===== config.mk =====
export PLATFORM = sky130hd
export DESIGN_NAME = ctrl_pipeline
export DESIGN_NICKNAME = d
export VERILOG_FILES = /design/src/rtl/ctrl_pipeline_pkg.sv /design/src/rtl/ctrl_pipeline_fwd_unit.sv /design/src/rtl/ctrl_pipeline.sv
export SDC_FILE = /design/constraint.sdc
export NUM_CORES = 1
export LEC_CHECK = 0
export CORE_MARGIN = 2
export CORE_UTILIZATION = 43
export DETAILED_ROUTE_END_ITERATION = 10
export GPL_TIMING_DRIVEN = 0
export MAX_ROUTING_LAYER = met4
export PLACE_DENSITY = 0.82
export RECOVER_POWER = 100
export SKIP_CTS_REPAIR_TIMING = 1
export SYNTH_ARGS = -nofsm -noshare
export SYNTH_HDL_FRONTEND = slang
export SYNTH_SLANG_ARGS = --single-unit

===== constraint.sdc =====
create_clock -name clk -period 2 [get_ports clk]
set_clock_uncertainty 0.1 [all_clocks]
set_input_delay 0.4 -clock clk [delete_from_list [all_inputs] [get_ports clk]]
set_output_delay 0.4 -clock clk [all_outputs]
set_load 0.05 [all_outputs]

===== src/rtl/ctrl_pipeline_pkg.sv =====
// rtl/ctrl_pipeline_pkg.sv - shared field positions, widths and forwarding encodings for ctrl_pipeline
//
// Purpose: bit positions inside the WB/M/EX control bundles issued by the decode
// stage, the bundle widths, and the EX operand forwarding select encodings.
// Ports: none (package).
package ctrl_pipeline_pkg;

   localparam int WB_W = 2;
   localparam int M_W  = 3;
   localparam int EX_W = 4;

   localparam int WB_REGWRITE = 1;
   localparam int WB_MEMTOREG = 0;

   localparam int M_BRANCH   = 2;
   localparam int M_MEMREAD  = 1;
   localparam int M_MEMWRITE = 0;

   localparam int EX_ALUSRC   = 3;
   localparam int EX_ALUOP_HI = 2;
   localparam int EX_ALUOP_LO = 1;
   localparam int EX_REGDST   = 0;

   typedef enum logic [1:0] {
      FWD_REGFILE = 2'b00,
      FWD_MEMWB   = 2'b01,
      FWD_EXMEM   = 2'b10
   } fwd_sel_e;

endpackage


===== src/rtl/ctrl_pipeline_fwd_unit.sv =====
// rtl/ctrl_pipeline_fwd_unit.sv - EX-stage operand forwarding select compare
//
// Purpose: picks the source of both EX operands (register file, EX/MEM result or
// MEM/WB result) by comparing the EX source indices with the destinations of
// the two younger-writing stages.
// Ports:
//   ex_rs, ex_rt   in  REG_W  source indices of the instruction in EX
//   mem_regwrite   in  1      EX/MEM stage will write the register file
//   mem_dst        in  REG_W  EX/MEM destination index
//   wb_regwrite    in  1      MEM/WB stage will write the register file
//   wb_dst         in  REG_W  MEM/WB destination index
//   fwd_a, fwd_b   out 2      operand selects for rs / rt
module fwd_unit
   import ctrl_pipeline_pkg::*;
#(
   parameter int REG_W = 5
) (
   input  logic [REG_W-1:0] ex_rs,
   input  logic [REG_W-1:0] ex_rt,
   input  logic             mem_regwrite,
   input  logic [REG_W-1:0] mem_dst,
   input  logic             wb_regwrite,
   input  logic [REG_W-1:0] wb_dst,
   output logic [1:0]       fwd_a,
   output logic [1:0]       fwd_b
);

   // EX/MEM is checked first: it holds the more recent value when both
   // stages target the same register. Register 0 is hardwired, never forwarded.
   function automatic fwd_sel_e sel(input logic [REG_W-1:0] src);
      if (mem_regwrite && (mem_dst != '0) && (mem_dst == src)) begin
         return FWD_EXMEM;
      end else if (wb_regwrite && (wb_dst != '0) && (wb_dst == src)) begin
         return FWD_MEMWB;
      end
      return FWD_REGFILE;
   endfunction

   always_comb begin
      fwd_a = sel(ex_rs);
      fwd_b = sel(ex_rt);
   end

endmodule


===== src/rtl/ctrl_pipeline.sv =====
// rtl/ctrl_pipeline.sv - ID/EX, EX/MEM, MEM/WB control carrier with hazard and forwarding logic
//
// Purpose: registers the decode-stage control bundles through the three
// pipeline boundaries, inserts bubbles on load-use stalls and branch flushes,
// and produces the EX operand forwarding selects.
// Ports:
//   clk, rst                 in   clock, synchronous active-high reset
//   id_valid                 in   ID holds a real instruction
//   id_wb / id_m / id_ex     in   WB / M / EX control bundles from decode
//   id_rs, id_rt, id_rd      in   ID register fields
//   branch_taken             in   MEM-stage branch resolved taken (flush)
//   ex_ex, ex_rs, ex_rt      out  ID/EX controls and source indices
//   ex_dst                   out  ID/EX destination (rd or rt by RegDst)
//   mem_m, mem_dst           out  EX/MEM controls and destination
//   wb_wb, wb_dst            out  MEM/WB controls and destination
//   stall                    out  load-use stall request (combinational)
//   fwd_a, fwd_b             out  EX operand selects (combinational)
module ctrl_pipeline
   import ctrl_pipeline_pkg::*;
#(
   parameter int REG_W = 5
) (
   input  logic             clk,
   input  logic             rst,
   input  logic             id_valid,
   input  logic [WB_W-1:0]  id_wb,
   input  logic [M_W-1:0]   id_m,
   input  logic [EX_W-1:0]  id_ex,
   input  logic [REG_W-1:0] id_rs,
   input  logic [REG_W-1:0] id_rt,
   input  logic [REG_W-1:0] id_rd,
   input  logic             branch_taken,
   output logic [EX_W-1:0]  ex_ex,
   output logic [REG_W-1:0] ex_rs,
   output logic [REG_W-1:0] ex_rt,
   output logic [REG_W-1:0] ex_dst,
   output logic [M_W-1:0]   mem_m,
   output logic [REG_W-1:0] mem_dst,
   output logic [WB_W-1:0]  wb_wb,
   output logic [REG_W-1:0] wb_dst,
   output logic             stall,
   output logic [1:0]       fwd_a,
   output logic [1:0]       fwd_b
);

   // ID/EX stage
   logic             idex_valid_q, idex_valid_d;
   logic [WB_W-1:0]  idex_wb_q,    idex_wb_d;
   logic [M_W-1:0]   idex_m_q,     idex_m_d;
   logic [EX_W-1:0]  idex_ex_q,    idex_ex_d;
   logic [REG_W-1:0] idex_rs_q,    idex_rs_d;
   logic [REG_W-1:0] idex_rt_q,    idex_rt_d;
   logic [REG_W-1:0] idex_dst_q,   idex_dst_d;

   // EX/MEM stage
   logic             exmem_valid_q, exmem_valid_d;
   logic [WB_W-1:0]  exmem_wb_q,    exmem_wb_d;
   logic [M_W-1:0]   exmem_m_q,     exmem_m_d;
   logic [REG_W-1:0] exmem_dst_q,   exmem_dst_d;

   // MEM/WB stage
   logic             memwb_valid_q, memwb_valid_d;
   logic [WB_W-1:0]  memwb_wb_q,    memwb_wb_d;
   logic [REG_W-1:0] memwb_dst_q,   memwb_dst_d;

   // A load in EX whose destination is read by the instruction in ID cannot
   // be forwarded in time; hold ID and push a bubble into EX instead.
   always_comb begin
      stall = 1'b0;
      if (id_valid && idex_valid_q && idex_m_q[M_MEMREAD] && (idex_dst_q != '0) &&
          ((idex_dst_q == id_rs) || (idex_dst_q == id_rt))) begin
         stall = 1'b1;
      end
   end

   always_comb begin
      // ID/EX: bubble on empty ID, stall or flush; branch flush wins over stall
      // trivially because both produce the same bubble.
      idex_valid_d = 1'b0;
      idex_wb_d    = '0;
      idex_m_d     = '0;
      idex_ex_d    = '0;
      idex_rs_d    = '0;
      idex_rt_d    = '0;
      idex_dst_d   = '0;
      if (id_valid && !stall && !branch_taken) begin
         idex_valid_d = 1'b1;
         idex_wb_d    = id_wb;
         idex_m_d     = id_m;
         idex_ex_d    = id_ex;
         idex_rs_d    = id_rs;
         idex_rt_d    = id_rt;
         idex_dst_d   = id_ex[EX_REGDST] ? id_rd : id_rt;
      end

      // EX/MEM: the instruction in EX is on the wrong path when a branch
      // resolves taken, so it is squashed as well.
      exmem_valid_d = 1'b0;
      exmem_wb_d    = '0;
      exmem_m_d     = '0;
      exmem_dst_d   = '0;
      if (!branch_taken) begin
         exmem_valid_d = idex_valid_q;
         exmem_wb_d    = idex_wb_q;
         exmem_m_d     = idex_m_q;
         exmem_dst_d   = idex_dst_q;
      end

      // MEM/WB: the branch itself and older instructions always retire.
      memwb_valid_d = exmem_valid_q;
      memwb_wb_d    = exmem_wb_q;
      memwb_dst_d   = exmem_dst_q;
   end

   always_ff @(posedge clk) begin
      if (rst) begin
         idex_valid_q  <= 1'b0;
         idex_wb_q     <= '0;
         idex_m_q      <= '0;
         idex_ex_q     <= '0;
         idex_rs_q     <= '0;
         idex_rt_q     <= '0;
         idex_dst_q    <= '0;
         exmem_valid_q <= 1'b0;
         exmem_wb_q    <= '0;
         exmem_m_q     <= '0;
         exmem_dst_q   <= '0;
         memwb_valid_q <= 1'b0;
         memwb_wb_q    <= '0;
         memwb_dst_q   <= '0;
      end else begin
         idex_valid_q  <= idex_valid_d;
         idex_wb_q     <= idex_wb_d;
         idex_m_q      <= idex_m_d;
         idex_ex_q     <= idex_ex_d;
         idex_rs_q     <= idex_rs_d;
         idex_rt_q     <= idex_rt_d;
         idex_dst_q    <= idex_dst_d;
         exmem_valid_q <= exmem_valid_d;
         exmem_wb_q    <= exmem_wb_d;
         exmem_m_q     <= exmem_m_d;
         exmem_dst_q   <= exmem_dst_d;
         memwb_valid_q <= memwb_valid_d;
         memwb_wb_q    <= memwb_wb_d;
         memwb_dst_q   <= memwb_dst_d;
      end
   end

   fwd_unit #(
      .REG_W (REG_W)
   ) u_fwd (
      .ex_rs        (idex_rs_q),
      .ex_rt        (idex_rt_q),
      .mem_regwrite (exmem_valid_q & exmem_wb_q[WB_REGWRITE]),
      .mem_dst      (exmem_dst_q),
      .wb_regwrite  (memwb_valid_q & memwb_wb_q[WB_REGWRITE]),
      .wb_dst       (memwb_dst_q),
      .fwd_a        (fwd_a),
      .fwd_b        (fwd_b)
   );

   assign ex_ex   = idex_ex_q;
   assign ex_rs   = idex_rs_q;
   assign ex_rt   = idex_rt_q;
   assign ex_dst  = idex_dst_q;
   assign mem_m   = exmem_m_q;
   assign mem_dst = exmem_dst_q;
   assign wb_wb   = memwb_wb_q;
   assign wb_dst  = memwb_dst_q;

endmodule


**Word-level counts from Yosys, hierarchy flattened**

Index checks and enable logic that the tools add are counted.
W data, S select, Z words.

- Bits in registers: 44
- Word-level logic and storage cells: 56
- Output and inout bits: 39

- Bitwise logic cells: 3
- Eq/ne operators: 6
- Reductions and logical operators: 20
- Multiplexer cells: 13

Operators by type and width:

| operator | number |
|---|---|
| $eq A5 B5 Y1 | 6 |
| $reduce_bool A5 Y1 | 3 |
| $logic_and A1 B1 Y1 | 12 |
| $mux W2 | 6 |
| $mux W1 | 6 |
| $mux W5 | 1 |
| $reduce_or A2 Y1 | 2 |
| $and A1 B1 Y1 | 2 |
| $logic_not A1 Y1 | 2 |
| $logic_or A1 B1 Y1 | 1 |
| $not A1 Y1 | 1 |

**Longest topological paths before layout**

Gate-level depths: netlist of the first run.

- Depth in word-level cells: 10
- Gate-level depth with buffers: 5
- Depth with buffers taken out: 4

**By module**

A second synthesis of the first run with hierarchy kept.

- Cell total of the unflattened synthesis: 180
- Area total of the unflattened synthesis: 1790.5 µm²

By module, submodules not included:

| module | area each (µm²) | cells an instance | times used |
|---|---|---|---|
| ctrl_pipeline | 1520.2 | 146 | 1 |
| fwd_unit | 270.3 | 34 | 1 |

**Least setup slack after synthesis of the first run**

OpenSTA, ideal clock, no wires.

- Path kind: flip-flop to output port
- Start point: register exmem_dst_q[0] (netlist: mem_dst[0])
- End point: output fwd_a[0]
- Arrival time: 3.163 ns
- Path slack: -1.663 ns
- Required time: 1.500 ns
- Stages on the path, launching flop included: 5
- Path buffers: 0
- Cell sequence: dfxtp_1 > or4_1 > o211ai_2 > nor4_1 > nor4_2

- Word-level cells in the longest chain between the ends: 5

RTL lines:

| element | RTL line | RTL |
|---|---|---|
| start: declaration | ctrl_pipeline.sv:59 | `logic [REG_W-1:0] exmem_dst_q, exmem_dst_d;` |
| start signal: assignment | ctrl_pipeline.sv:142 | `exmem_dst_q <= exmem_dst_d;` |
| $reduce_bool A5 Y1 | ctrl_pipeline_fwd_unit.sv:31 | `if (mem_regwrite && (mem_dst != '0) && (mem_dst == src)) begin` |
| $logic_and A1 B1 Y1 | ctrl_pipeline_fwd_unit.sv:31 |  |
| $logic_and A1 B1 Y1 (*) | ctrl_pipeline_fwd_unit.sv:31 |  |
| $mux W2 / $mux W1 (equally long branches) | ctrl_pipeline_fwd_unit.sv:31 |  |
| $mux W2 (*) | ctrl_pipeline_fwd_unit.sv:36 | `return FWD_REGFILE;` |
| end: declaration | ctrl_pipeline.sv:42 | `output logic [1:0] fwd_a,` |

Mark *: on every way between the ends. The rest lies on a longest branch, timed or not.

**Worst setup path in the final report of the first run**

- Start point: register exmem_dst_q[0] (netlist: mem_dst[0])
- End point: output fwd_b[0]

- Word-level cells in the longest chain between the ends: 5

RTL lines:

| element | RTL line | RTL |
|---|---|---|
| $reduce_bool A5 Y1 | ctrl_pipeline_fwd_unit.sv:31 |  |
| $logic_and A1 B1 Y1 | ctrl_pipeline_fwd_unit.sv:31 |  |
| $logic_and A1 B1 Y1 (*) | ctrl_pipeline_fwd_unit.sv:31 |  |
| $mux W2 / $mux W1 (equally long branches) | ctrl_pipeline_fwd_unit.sv:31 |  |
| $mux W2 (*) | ctrl_pipeline_fwd_unit.sv:36 |  |
| end: declaration | ctrl_pipeline.sv:43 | `output logic [1:0] fwd_b` |

Marks and branches as above.

==> impl_results.md, run 1 <==
* Max-cap viol count at 0
* CTS Sinks at 44
* Final setup viols at 5
* Initial antenna violation count at 0
* Netlist Area Pre-Place at 0.001739 mm2
* Peak VDD IR at 0.0004778 V
* Failing checks: setup timing
* Status: finished, violations left
* Iteration-0 DRC Markers at 49
* RSZ-0062 raised after global routing: true
* Synth top area share at 50.65%
* Rows at 23
* Clock network latency to the later pin of the worst-skew pair at 0.30 ns
* Gate power share at 12.5%
* Layout cells sized above 1 at 22.35%
* Via/cell ratio at 5.072
* Switch share at 24.14%
* Area grow syn2layout at 62.88%
* Initial core utilization at 44.11%
* H-tree levels at 2
* Max Root-Sink Buffers at 2
* Placed insts at 291
* Clock network fraction of design power at 38.6%
* Post-synthesis xor/xnor area fraction at 15.11%
* Chip height at 67.60 um
* Antenna-violating nets left at 0
* DR WL/cell at 14.66 um
* Post-synthesis cell type count at 21
* Drt total wl at 4.472 mm
* Fraction of the mapped netlist area in simple logic gates at 19.35%
* Crit path max fanout at 5
* Nets at 282
* Crit. End Element: output port
* Largest family of logic cells by synthesized area: simple AND/OR/NAND/NOR gates
* Worst min path class: input port to flop
* Router iterations before antenna repair at 4
* HPWL Detailed at 3.247 mm
* Fin worst setup slack at -0.4710 ns
* Worst-path clk slew at 0.08 ns
* Sequential area share after synthesis at 50.65%
* Syn Inst Count at 176
* Relative slew margins at 60.64%
* Internal cell power at 0.001395 W
* Total Power at 0.001838 W
* Die ar. at 0.004569 mm2
* Antenna diode instance count at 0
* Number of global-route vias before repair at 1444
* Most used cell, CP: nor4_4
* Adder-Cell Fraction of Synth Area at 0%
* Final hold violation count at 0
* Dominant cells by area after synthesis: dfxtp_1, xnor2_1, xor2_1, nand3_1, a21oi_1
* Vias post-DR at 1547
* Synth warnings at 0
* CP peak stage delay at 0.53 ns
* Global placement routability congestion at 0.8206
* Worst path slowest cell: or4_4
* Post-detailed-route DRC marker count at 0
* Max Freq at 404.7 MHz
* Pwr Density at 648.9 mW/mm2
* Ports at 67
* Net count after synthesis at 204
* Post-place setup slack at -1.195 ns
* First-pass GRT wire length at 6.755 mm
* CTS Buf Count at 5
* Most frequent cells in the layout: clkdlybuf4s50_1, dlymetal6s2s_1, nand3_1, a21oi_1, dfxtp_1
* CTS tree: built
* Sequential share of power at 48.9%
* Slew @ Worst Pin at 0.5929 ns
* Total gr overflow at 0
* Switch Pwr at 0.0004437 W
* Yosys reg bits at 44
* Syn_area_per_cell at 9.882 um2
* Pins Over Slew Limit at 0
* Worst Setup Start Kind: flop
* Setup Crit Path Kind: flop to output port
* Mux contribution to synthesized area at 2.878%
* Global-route usage over all layers at 20.74%
* Non-Filler Instances at 305
* Die W at 67.60 um
* IO Port Bufs at 65
* Leakage Power at 1.543 nW
* Critical path arrival at 1.97 ns
* Post-synth top area cell: dfxtp_1
* Crit path time final at 2.471 ns
* Largest net degree at the start of global routing at 15
* Worst path required time at 1.50 ns
* Compound-gate portion of the synthesized area at 9.712%
* Core Box Area at 0.003943 mm2
* Crit share post-route at 123.6%
* Critical-path cell list: or4_4 -> o211ai_4 -> nor4_4 -> nor4_4 -> buf_6
* Most common cell after layout, fill and taps aside: clkdlybuf4s50_1
* Minimum hold slack at 0.3096 ns
* CTS Root Cell: clkbuf_8
-- layer usage --
layer / vias to the layer above / GRT usage [%] / routed length (um)
met1: 723 / 25.08 / 1897
met3: 2 / 5.667 / 287
met4: 0 / 6.633 / 19
met2: 61 / 33.46 / 2267
li1: 761 / - / -
met5: - / - / 0
-- critical path: cells and delay by family (launching register included) --
family / cells / cell delay (ns)
AND/OR/NAND/NOR: 3 / 0.90
flip-flops: 1 / 0.37
AO/OA/AOI/OAI: 1 / 0.22
buffers and inverters: 1 / 0.19
-- sequential cells by signal, indices dropped and copies added (netlist names) --
signal         count
exmem_valid_q      1
mem_m              3
memwb_valid_q      1
ex_rs              5
idex_m_q           3
ex_rt              5
wb_wb              2
ex_ex              4
wb_dst             5
ex_dst             5
idex_valid_q       1
exmem_wb_q         2
idex_wb_q          2
mem_dst            5
-- power groups by stage --
| stage | clock network (W) | registers [W] | logic, W |
|---|---|---|---|
| after CTS | 0.000726 | 0.000899 | 0.000223 |
| after floorplan | 0 | 0.000961 | 0.0000766 |
| after detailed placement | 0 | 0.000920 | 0.000223 |
| after global placement | 0 | 0.000919 | 0.000220 |
| final | 0.000710 | 0.000899 | 0.000230 |
| after global routing | 0.000755 | 0.000902 | 0.000246 |
-- layout make-up --
cell class	count	area [um2]
sequential	44	939.7
fill	293	1110
buffer	10	40.04
clock buffer	6	82.58
multi-input combinational	122	905.9
tap	50	62.56
timing repair buffer	71	763.2
clock inverter	2	38.79
-- kinds of logic after synthesis --
family,Yosys count
AO/OA/AOI/OAI,29
XOR/XNOR,30
multiplexers,5
flip-flops,44
buffers and inverters,10
AND/OR/NAND/NOR,58
-- synthesized netlist by cell type --
cell type / n
o211ai_2: 1
dfxtp_1: 44
a21oi_1: 21
nor2b_1: 8
nor4_2: 2
xor2_1: 14
buf_2: 2
clkbuf_1: 7
or4_1: 4
nor3_1: 1
buf_1: 1
xnor2_1: 16
o211ai_1: 1
nand2_1: 3
nor4_1: 2
and2_1: 12
o22ai_1: 1
nand3_1: 24
a211oi_1: 5
mux2i_1: 5
nor2_1: 2
-- path summary, 6_finish.rpt --
path / startpoint / endpoint / slack [ns] / cells past startpoint
worst max-delay path: mem_dst[0] / fwd_b[0] / -0.47 / 5
worst min-delay path: id_rs[1] / ex_rs[1] / 0.31 / 3
worst max register to register: ex_dst[3] / ex_rt[1] / 0.38 / 4
worst min register to register: idex_m_q[2] / mem_m[2] / 0.33 / 1
-- metrics by stage --
stage | area [um2] | utilization, % | TNS [ns]
after floorplan | 1847 | - | -0.9461
after global placement | 2560 | 64.93 | -9.253
after detailed placement | 2560 | 64.93 | -9.753
after CTS | 2681 | 68.01 | -5.415
after global routing | 2833 | 71.85 | -2.449
final | 2833 | 71.85 | -1.832
(Power assumes the default switching activity.)
==> run 2, diff against run 1 <==
--- a/constraint.sdc
+++ b/constraint.sdc
@@ -4,2 +4,2 @@
 set_output_delay 0.4 -clock clk [all_outputs]
-set_load 0.05 [all_outputs]
+set_load 0.1 [all_outputs]
==> impl_results.md, run 2 (synthesized netlist as in run 1, its figures left out) <==
* First-pass GRT wire length at 6.927 mm (+2.5%)
* RSZ-0062 raised after global routing: true
* Number of global-route vias before repair at 1516 (+5.0%)
* Placed insts at 291 (unchanged)
* DR WL/cell at 16.88 um (+15%)
* Crit-path leading delay family: simple AND/OR/NAND/NOR gates
* Switch share at 27.01% (+2.9 points)
* Iteration-0 DRC Markers at 72 (+47%)
* Largest net degree at the start of global routing at 14 (-1)
* Internal cell power at 0.001362 W (-2.3%)
* Global placement routability congestion at 0.8111 (-1.2%)
* Antenna diode instance count at 0 (unchanged)
* Met3 global-route usage at 3.667% (-2.0 points)
* Final hold violation count at 0 (unchanged)
* Critical path arrival at 2.05 ns (+0.08 ns)
* Drt total wl at 5.299 mm (+18%)
* Max-cap viol count at 0 (unchanged)
* Layout cells sized above 1 at 31.44% (+9.1 points)
* Pwr Density at 605.2 mW/mm2 (-6.7%)
* Post-place setup slack at -1.390 ns (-0.1954 ns)
* CTS Buf Count at 5 (unchanged)
* Sequential cell area at 965.9 um2 (+2.8%)
* Total gr overflow at 0 (unchanged)
* Worst min path class: input port to flop
* HPWL Detailed at 3.328 mm (+2.5%)
* Max Root-Sink Buffers at 2 (unchanged)
* Setup Crit Path Kind: flop to output port
* Pins Over Slew Limit at 0 (unchanged)
* Chip height at 67.60 um (unchanged)
* H-tree levels at 2 (unchanged)
* IO Port Bufs at 65 (unchanged)
* CTS Sinks at 44 (unchanged)
* Most common cell after layout, fill and taps aside: dlymetal6s2s_1
* Multi-input combinational cell area at 0.001011 mm2 (+12%)
* GR Util met1 at 23.99% (-1.1 points)
* Slew @ Worst Pin at 0.9841 ns (+0.3912 ns)
* Global-route usage over all layers at 21.15% (+0.41 points)
* Initial antenna violation count at 0 (unchanged)
* Peak VDD IR at 0.0006918 V (+45%)
* Die W at 67.60 um (unchanged)
* Worst path required time at 1.50 ns (about the same)
* Clock network fraction of design power at 35.6% (-3.0 points)
* Sequential share of power at 47.7% (-1.2 points)
* Clock network latency to the later pin of the worst-skew pair at 0.29 ns (about the same)
* Antenna-violating nets left at 0 (unchanged)
* Most Used Layer, Global Route: met2
* Vias post-DR at 1694 (+9.5%)
* Total Power at 0.001866 W (+1.5%)
* CTS Root Cell: clkbuf_8
* Area grow syn2layout at 77.27%
* Router iterations before antenna repair at 6 (+2)
* Gate power share at 16.7% (+4.2 points)
* Most frequent cells in the layout: dlymetal6s2s_1, dfxtp_4, nand3_1, a21oi_1, dfxtp_1
* CP peak stage delay at 0.54 ns (about the same)
* Relative slew margins at 34.28% (-26 points)
* Nets at 291 (+3.2%)
* Crit path time final at 2.548 ns (+0.07740 ns)
* Critical-path cell list: or4_4 -> o211ai_4 -> buf_6 -> nor4_4 -> nor4_4 -> buf_6
* Core Box Area at 0.003943 mm2 (unchanged)
* Die ar. at 0.004569 mm2 (unchanged)
* Initial core utilization at 44.11% (unchanged)
* Worst path slowest cell: or4_4
* Worst path bufs/invs at 2 (+1)
* Post-detailed-route DRC marker count at 0 (unchanged)
* M2 GR Usage at 36.76% (+3.3 points)
* Status: finished, violations left
* Crit. End Element: output port
* Number of fill cells at 253 (-14%)
* Worst Reg-to-Reg Cells at 5 (+1)
* Worst-path clk slew at 0.08 ns (about the same)
* Worst Setup Start Kind: flop
* Crit path max fanout at 3 (-2)
* Crit share post-route at 127.4% (+3.9 points)
* Ports at 67 (unchanged)
* Leakage Power at 1.870 nW (+21%)
* Crit path depth at 6 (+1)
* Hold depth at 3 (unchanged)
* Max Freq at 392.4 MHz (-3.0%)
* Failing checks: setup timing
* Switch Pwr at 0.0005040 W (+14%)
* Final setup viols at 5 (unchanged)
* Rows at 23 (unchanged)
* Fin worst setup slack at -0.5484 ns (-0.07740 ns)
* CTS tree: built
* Via/cell ratio at 5.395 (+6.4%)
* Non-Filler Instances at 314 (+3.0%)
## run 2: cell count changes in the layout (fill, tap and decap cells not counted), moves of 2 or more
cell	delta
xnor2_2	+10
nand3_1	-4
nand3_2	+4
clkdlybuf4s50_1	-17
dfxtp_4	+10
xnor2_1	-10
buf_12	+2
dlymetal6s2s_1	+16
clkbuf_2	+2
dfxtp_2	-9
buf_4	+6
## run 2: worst reg2reg max path, stage by stage (launching register included)
cell and delay (ns):
dfxtp_4 0.38, nor3_1 0.36, a21oi_4 0.14, buf_4 0.16, buf_4 0.13, a211oi_1 0.28
## run 2: worst paths after layout
kind	startpoint	slack [ns]	end
max reg2reg	ex_dst[0]	0.33	ex_dst[2]
max	mem_dst[0]	-0.55	fwd_b[0]
min reg2reg	idex_m_q[0]	0.33	mem_m[0]
min	id_rs[2]	0.33	ex_rs[2]
## run 2: layer usage
layer | up-vias | wire length (um)
li1 | 788 | -
met3 | 21 | 437
met2 | 100 | 2789
met5 | - | 0
met4 | 0 | 196
met1 | 785 | 1875
## run 2: power groups by stage
stage	registers, W	clock network, W	logic (W)
2_1_floorplan	0.00100	0	0.0000791
6_report	0.000890	0.000665	0.000311
3_5_place_dp	0.000910	0	0.000275
3_3_place_gp	0.000909	0	0.000271
5_1_grt	0.000893	0.000708	0.000326
4_1_cts	0.000889	0.000670	0.000275
## run 2: per-stage QoR
step | hold slack, ns | TNS (ns) | area [um2] | utilization (%)
2_1_floorplan | 0.3057 | -3.210 | 1893 | -
4_1_cts | 0.3360 | -16.42 | 2714 | 68.84
5_1_grt | 0.3456 | -3.254 | 3083 | 78.20
3_3_place_gp | 0.3111 | -9.376 | 2606 | 66.11
6_report | 0.3277 | -1.767 | 3083 | 78.20
3_5_place_dp | 0.3144 | -10.56 | 2606 | 66.11
## run 2: area by class of cell
type / count / share of cell area (%)
clock buffers: 6 / 2.354
repair buffers: 80 / 29.06
plain buffers: 10 / 1.299
well taps: 50 / 2.029
multi-input cells: 122 / 32.79
flip-flops and latches: 44 / 31.33
clock inverters: 2 / 1.136
==> run 3, diff against run 2 <==
- GPL_ROUTABILITY_DRIVEN: not set -> 0
- GPL_TIMING_DRIVEN: 0 -> not set
- SETUP_SLACK_MARGIN: not set -> 0.4
==> impl_results.md, run 3 (synthesized netlist as in run 1, its figures left out) <==
* Nets at 302 (+3.8%)
* Post-detailed-route DRC marker count at 0 (unchanged)
* Total gr overflow at 0 (unchanged)
* Max-cap viol count at 0 (unchanged)
* Max Root-Sink Buffers at 2 (unchanged)
* Critical-path cell list: or4_4 -> o211ai_4 -> nor4_4 -> nor4_4 -> buf_12
* Failing checks: setup timing
* Final hold violation count at 0 (unchanged)
* Fin worst setup slack at -0.5350 ns (+0.01346 ns)
* Pwr Density at 538.7 mW/mm2 (-11%)
* Initial core utilization at 44.11% (unchanged)
* Worst path slowest cell: or4_4
* Status: finished, violations left
* Peak VDD IR at 0.0004779 V (-31%)
* Worst-path clk slew at 0.09 ns (about the same)
* Leakage Power at 1.488 nW (-20%)
* Die ar. at 0.004569 mm2 (unchanged)
* CTS Buf Count at 5 (unchanged)
* Hold_sp: id_rs[4]
* Clock network latency to the later pin of the worst-skew pair at 0.30 ns (about the same)
* Setup Crit Path Kind: flop to output port
* Worst path required time at 1.50 ns (about the same)
* Most frequent cells in the layout: buf_4, buf_12, dfxtp_4, nand3_1, a21oi_1
* H-tree levels at 2 (unchanged)
* HPWL Detailed at 3.737 mm (+12%)
* Final setup viols at 4 (-1)
* Number of fill cells at 210 (-17%)
* Detailed route wirelength on metal2 at 2.897 mm (+3.9%)
* DR WL/cell at 16.87 um (about the same)
* Most used cell, CP: nor4_4
* Via/cell ratio at 5.172 (-4.1%)
* Minimum hold slack at 0.3042 ns (-0.02357 ns)
* Setup TNS at -1.780 ns (-0.01390 ns)
* Highest metal layer with signal wires: met4
* Rows at 23 (unchanged)
* Dpl cell area at 0.003105 mm2 (+19%)
* Post-place setup slack at -0.2031 ns (+1.187 ns)
* Crit share post-route at 126.7% (-0.67 points)
* IO Port Bufs at 66 (+1.5%)
* Critical path arrival at 2.03 ns (-0.02 ns)
* Max Freq at 394.5 MHz (+0.53%)
* Antenna diode instance count at 0 (unchanged)
* Relative slew margins at 63.70% (+29 points)
* Chip height at 67.60 um (unchanged)
* Vias post-DR at 1681 (-0.77%)
* Number of global-route vias before repair at 1647 (+8.6%)
* Met3 WL at 344 um (-21%)
* Worst Setup Start Kind: flop
* Pins Over Slew Limit at 0 (unchanged)
* Antenna-violating nets left at 0 (unchanged)
* Crit. End Element: output port
* Ports at 67 (unchanged)
* Slew @ Worst Pin at 0.5468 ns (-0.4373 ns)
* Crit path time final at 2.535 ns (-0.01346 ns)
* Crit path max fanout at 2 (-1)
* Final Cell Area at 0.003307 mm2 (+7.3%)
* CTS Root Cell: clkbuf_8
* RSZ-0062 raised after global routing: true
* Layout cells sized above 1 at 48.36% (+17 points)
* CP peak stage delay at 0.54 ns (about the same)
* Worst min path class: input port to flop
* Global-route usage over all layers at 25.40% (+4.2 points)
* Most common cell after layout, fill and taps aside: buf_4
* Largest net degree at the start of global routing at 31 (+17)
* Initial antenna violation count at 0 (unchanged)
* Area grow syn2layout at 90.14%
* Die W at 67.60 um (unchanged)
* CTS tree: built
* Iteration-0 DRC Markers at 58 (-19%)
* Routed length on met1 at 2.136 mm (+14%)
* Total Power at 0.001781 W (-4.5%)
* Critical Path Source: mem_dst[0]
* Critical R2R Launch: ex_dst[2]
* Router iterations before antenna repair at 4 (-2)
* Drt total wl at 5.484 mm (+3.5%)
* CTS Sinks at 44 (unchanged)
* Core Box Area at 0.003943 mm2 (unchanged)
* First-pass GRT wire length at 8.093 mm (+17%)
-- run 3: cell types whose count changed in the layout (fill, tap and decap cells not counted), sizes merged --
cell           before  now
clkinv              1    3
bufinv              1    0
dlymetal6s2s       43   11
clkdlybuf4s50      14   15
clkbuf             14   13
buf                24   66
-- run 3: worst max-delay path: cells and delay by family, from the launching register on --
kind | cells | cell delay [ns]
compound gates | 1 | 0.23
buf+inv | 1 | 0.21
flops | 1 | 0.35
simple gates | 3 | 0.93
-- run 3: layout make-up --
type / count / area [um2] / area share (%)
Clock inverter: 3 / 18.77 / 0.5675
Tap cell: 50 / 62.56 / 1.892
Sequential cell: 44 / 964.7 / 29.17
Timing Repair Buffer: 101 / 1177 / 35.60
Multi-Input combinational cell: 122 / 1015 / 30.68
Clock buffer: 5 / 68.82 / 2.081
-- run 3: path summary, 6_finish.rpt --
| check | end | depth (start not counted) | slack, ns |
|---|---|---|---|
| max | fwd_a[0] | 5 | -0.53 |
| min | ex_rs[4] | 3 | 0.30 |
| max reg2reg | ex_rs[3] | 5 | 0.50 |
| min reg2reg | mem_m[0] | 1 | 0.33 |
-- run 3: power breakdown --
part / switching (W) / internal (W)
Combinational: 0.000197 / 0.000148
Sequential: 0.0000188 / 0.000871
Clock: 0.000303 / 0.000243
-- run 3: layer usage --
| layer | vias to the layer above | global-route usage, % |
|---|---|---|
| met5 | - | - |
| met4 | 0 | 7.398 |
| met3 | 15 | 6.167 |
| met2 | 72 | 45.71 |
| met1 | 787 | 27.49 |
| li1 | 807 | - |
-- run 3: per-stage QoR --
stage	std cells	util (%)
floorplan	176	-
global placement	312	78.77
detailed placement	312	78.77
CTS	320	80.99
global route	325	83.88
finish	325	83.88
